<file path="config.mk">
export PLATFORM = sky130hd
export DESIGN_NAME = alu_accum
export DESIGN_NICKNAME = d
export VERILOG_FILES = /design/src/rtl/alu_accum.sv
export SDC_FILE = /design/constraint.sdc
export NUM_CORES = 1
export LEC_CHECK = 0
export CAP_MARGIN = 10
export CORE_ASPECT_RATIO = 1.5
export CORE_MARGIN = 2
export CORE_UTILIZATION = 50
export DETAILED_ROUTE_END_ITERATION = 7
export PLACE_DENSITY = 0.71
export SLEW_MARGIN = 20
export SYNTH_ARGS = -nofsm -noshare
export SYNTH_HDL_FRONTEND = slang
export SYNTH_SLANG_ARGS = --single-unit
</file>
<file path="constraint.sdc">
create_clock -name clk -period 3 [get_ports clk]
set_clock_uncertainty 0.1 [all_clocks]
set_input_delay 0.6 -clock clk [delete_from_list [all_inputs] [get_ports clk]]
set_output_delay 0.6 -clock clk [all_outputs]
set_load 0.02 [all_outputs]
</file>
<file path="src/rtl/alu_accum.sv">
// Accumulator ALU: single-cycle ops on {A, Q[WIDTH-1:0]} plus a WIDTH-cycle shift-add multiply.
// Q, carry and done are registered; busy reflects the MUL state.
module alu_accum #(
  parameter int WIDTH = 4
) (
  input  logic               clk,
  input  logic               reset,
  input  logic               clear,
  input  logic               start,
  input  logic [2:0]         func,
  input  logic [WIDTH-1:0]   a_in,
  output logic [2*WIDTH-1:0] result,
  output logic               carry,
  output logic               busy,
  output logic               done
);

  localparam int AW = 2 * WIDTH;
  localparam int CW = $clog2(WIDTH);
  localparam logic [CW-1:0] LAST = CW'(WIDTH - 1);

  typedef enum logic {IDLE, MUL} state_t;

  state_t          state, state_nxt;
  logic [AW-1:0]   q;
  logic            c;
  logic            done_r;
  logic [WIDTH-1:0] mplier;
  logic [AW-1:0]   mcand;
  logic [AW-1:0]   prod;
  logic [CW-1:0]   cnt;
  logic            mul_last;
  logic [AW-1:0]   prod_nxt;
  logic [AW:0]     op_res;

  // Returns {carry, value}; only the accumulate op can set the top bit.
  function automatic logic [AW:0] alu_op(input logic [2:0] f, input logic [WIDTH-1:0] a,
                                         input logic [AW-1:0] qv);
    logic [WIDTH-1:0] b;
    logic [WIDTH:0]   s;
    logic [AW:0]      r;
    b = qv[WIDTH-1:0];
    s = {1'b0, a} + {1'b0, b};
    r = '0;
    case (f)
      3'b000: r = {1'b0, a, b};
      3'b001: r = {{WIDTH{1'b0}}, s};
      3'b010: r = {1'b0, qv} + {{(WIDTH+1){1'b0}}, a};
      3'b011: r = {1'b0, a | b, a ^ b};
      3'b100: r = {{AW{1'b0}}, |{a, b}};
      3'b101: r = (32'(a) >= AW) ? '0 : {1'b0, {{WIDTH{1'b0}}, b} << a};
      3'b110: r = (32'(a) >= WIDTH) ? '0 : {{(WIDTH+1){1'b0}}, b >> a};
      default: r = '0;
    endcase
    return r;
  endfunction

  assign op_res   = alu_op(func, a_in, q);
  assign mul_last = (cnt == LAST);
  assign prod_nxt = prod + (mplier[0] ? mcand : '0);

  always_ff @(posedge clk or posedge reset) begin
    if (reset) state <= IDLE;
    else       state <= state_nxt;
  end

  always_comb begin
    state_nxt = state;
    case (state)
      IDLE: if (start && func == 3'b111) state_nxt = MUL;
      MUL:  if (mul_last) state_nxt = IDLE;
      default: state_nxt = IDLE;
    endcase
    if (clear) state_nxt = IDLE;
  end

  always_ff @(posedge clk or posedge reset) begin
    if (reset) begin
      q      <= '0;
      c      <= 1'b0;
      done_r <= 1'b0;
      mplier <= '0;
      mcand  <= '0;
      prod   <= '0;
      cnt    <= '0;
    end else begin
      done_r <= 1'b0;
      if (clear) begin
        q      <= '0;
        c      <= 1'b0;
        mplier <= '0;
        mcand  <= '0;
        prod   <= '0;
        cnt    <= '0;
      end else if (state == IDLE) begin
        if (start && func == 3'b111) begin
          mcand  <= {{WIDTH{1'b0}}, a_in};
          mplier <= q[WIDTH-1:0];
          prod   <= '0;
          cnt    <= '0;
        end else if (start) begin
          q      <= op_res[AW-1:0];
          c      <= op_res[AW];
          done_r <= 1'b1;
        end
      end else begin
        // One partial product per cycle; the last one lands straight in Q.
        prod   <= prod_nxt;
        mcand  <= mcand << 1;
        mplier <= mplier >> 1;
        cnt    <= cnt + 1'b1;
        if (mul_last) begin
          q      <= prod_nxt;
          c      <= 1'b0;
          done_r <= 1'b1;
        end
      end
    end
  end

  assign result = q;
  assign carry  = c;
  assign busy   = (state == MUL);
  assign done   = done_r;

endmodule

</file>
==> results of run 1 <==
[stage by stage]
| step | instance area, um2 | hold WS (ns) | setup TNS [ns] | cells | utilization (%) |
|---|---|---|---|---|---|
| after global placement | 2850 | 0.3771 | 0 | 380 | 59.26 |
| after global routing | 2937 | 0.4237 | 0 | 388 | 61.06 |
| after CTS | 2937 | 0.3991 | 0 | 388 | 61.06 |
| final | 2937 | 0.3950 | 0 | 388 | 61.06 |
| after detailed placement | 2850 | 0.3761 | -0.005460 | 380 | 59.26 |
| after floorplan | 2469 | 0.3633 | 0 | 286 | - |
[metal layers]
layer  global-route usage [%]  routed length (um)  vias to the layer above
li1                         -                   -                     1115
met1                    32.62                2721                     1099
met2                    42.82                3346                       77
met3                    3.597                 244                       21
met4                    11.52                 263                        0
met5                        0                   0                        -
[cells in the mapped netlist (all sizes together), types with 4 or more instances]
| master | number |
|---|---|
| o21ai | 15 |
| a22oi | 5 |
| inv | 14 |
| nor2 | 35 |
| a21o | 4 |
| a22o | 12 |
| xnor2 | 6 |
| clkbuf | 6 |
| dfrtp | 33 |
| nand3 | 7 |
| a21oi | 29 |
| and2 | 9 |
| nor3 | 8 |
| xor2 | 6 |
| buf | 7 |
| ha | 18 |
| nand2 | 21 |
| nand4 | 4 |
[path summary, 6_finish.rpt]
path	end	startpoint
setup / recovery	result[4]	a_in[0]
hold / removal	carry	carry
setup reg to reg	result[6]	mplier[0]
hold reg to reg	carry	carry
max in group asynchronous	mplier[2]	reset
min in group asynchronous	mcand[0]	reset
[area by class of cell]
cell class / instances / area, um2 / share of cell area (%)
clock inverter: 3 / 17.52 / 0.5965
inverter: 14 / 52.55 / 1.790
sequential: 33 / 825.8 / 28.12
tap: 66 / 82.58 / 2.812
clock buffer: 5 / 68.82 / 2.343
timing repair buffer: 41 / 360.3 / 12.27
multi-input combinational: 226 / 1529 / 52.07
[worst reg2reg max path, cell delays in order, from the launching register on]
cell and delay [ns]:
dfrtp_1 0.48, and2_1 0.19, ha_1 0.20, fa_1 0.40, a21o_1 0.19, a21oi_2 0.18
o21bai_1 0.09, a21oi_1 0.20, xnor2_1 0.14, a211o_1 0.31
[where the power goes]
| part | total (mW) | leakage, nW | switching [mW] | internal [mW] |
|---|---|---|---|---|
| clock | 0.332 | 0.0439 | 0.172 | 0.160 |
| sequential | 0.462 | 0.458 | 0.0102 | 0.452 |
| combinational | 0.187 | 0.857 | 0.109 | 0.0779 |
| total | 0.981 | 1.36 | 0.291 | 0.690 |
[registers in the layout, summed over array words and instances, names as in the netlist]
register,cells
mcand,8
prod,8
result,8
mplier,4
cnt,2
busy,1
carry,1
done,1
[cell families (layout without fill, tap and decap cells)]
logic type / Yosys count / after routing
buf+inv: 27 / 63
xor+xnor: 12 / 12
mux: 6 / 6
compound gates: 89 / 89
flops: 33 / 33
fa+ha+maj: 20 / 20
simple gates: 99 / 99
==> out/qor.yml, run 1 <==
rows: 31
layout_common_cells: "nor2_1, dfrtp_1, a21oi_1"
cp_slowest_cell: "mux4_2"
core_area_um2: 4810
wl_per_cell_um: 16.95
rsz0062_at_grt: "no"
p_leak_nw: 1.358
syn_nets: 317
async_flop_share_pct: 100.0
routed_wl_um: 6575
clock-sinks: 33
crit_family: "adder cells"
cts.root.buffer_cell: "clkbuf_8"
grt_pass1_wl_um: 10810
setup_ws_ns: 0.2982
clockBufferDepth: 2
diodes: 0
die-area_um2: 5527
dieHeight_um: 90.06
vias_per_cell: 5.959
reg2reg_depth: 9
crit_type: "in -> reg"
critical_path.startpoint_type: "input port"
cp.buffers_inverters: 1
hp-class: "reg -> reg"
cp.required_ns: 3.13
cts_tree: "built"
layout-drive-gt1-share_pct: 11.80
synth.avg_cell_area_um2: 8.632
cts_made_buffers: 5
synth_xor_area_share_pct: 4.257
regToRegSetupSlack_ns: 0.42
gp_congestion: 0.9704
cp_slowest_stage_delay_ns: 0.45
synthTopCellsByArea: "dfrtp_1, ha_1, a21oi_1, nor2_1, a22o_1"
syn_area_um2: 2469
firstDrtPassIters: 6
yosys.area.top_type: "dfrtp_1"
synthMuxAreaShare_pct: 3.092
syn_inst: 286
power_mw: 0.9811
max_slew_margin_pct: 64.80
die_w_um: 61.37
clock_latency_ns: 0.29
fillCellCount: 451
synthSimpleGateAreaFrac_pct: 19.41
antenna_found_initial: 0
antenna_left: 0
post-route-period-util_pct: 90.06
overflow: 0
crit_cells: 9
vdd_drop_max_uv: 265.2
yosys_warnings: 0
htree_levels: 2
clk_pin_slew_ns: 0.08
synth_ff_type: "dfrtp_1"
finalHoldViolations: 0
io_pins: 22
grtUsageTotal_pct: 26.01
initial_core_util_pct: 51.33
post_cts_buffers: 0
status: "finished clean"
synth-seq-cells: 33
dp_slack_ns: -0.005460
grt_pass1_vias: 2312
cp-end-kind: "flop"
num_vias: 2312
port_buffers: 21
hpwl_um: 4999
setup-violations-final: 0
ctsResizeCount: 0
worst_pin_slew_ns: 0.5280
synth-edff-count: 0
power_density_nw_per_um2: 334.1
whs_path_depth: 2
slew_violations: 0
drc_errors: 0
crit_arrival_ns: 2.83
synth_top_area_share_pct: 33.45
synth_cell_type_count: 54
synth_top_family_by_area: "compound AO/OA/AOI/OAI gates"
worstPathCellList: "clkdlybuf4s50_1, ha_1, fa_1, a21o_1, a21oi_2, xor2_1, mux4_2, a2bb2oi_1, o21ai_2"
cts_hold_buf: 0
path_max_fanout: 3
synth_adder_area_share_pct: 10.75
nNetsFinal: 352
area_delta_synth_final_pct: 18.96
fmax_mhz: 370.1
mostFrequentLayoutCell: "nor2_1"
max_cap_viol_count: 0
synth_compound_area_share_pct: 24.43
drtIter0Drc: 177
finalCriticalPeriod_ns: 2.702
grt_max_degree: 34
ys_seq_area_share_pct: 33.45
Note: power is estimated with default switching activity, not from simulation.
==> inputs of run 2 (changes only) <==
--- a/config.mk
+++ b/config.mk
@@ -10,6 +10,8 @@
 export CORE_MARGIN = 2
 export CORE_UTILIZATION = 50
 export DETAILED_ROUTE_END_ITERATION = 7
+export GPL_ROUTABILITY_DRIVEN = 1
+export HOLD_SLACK_MARGIN = 0.05
 export PLACE_DENSITY = 0.71
 export SLEW_MARGIN = 20
 export SYNTH_ARGS = -nofsm -noshare
==> results of run 2 <==
Final layout, timing and power as in run 1 (identical DEF).
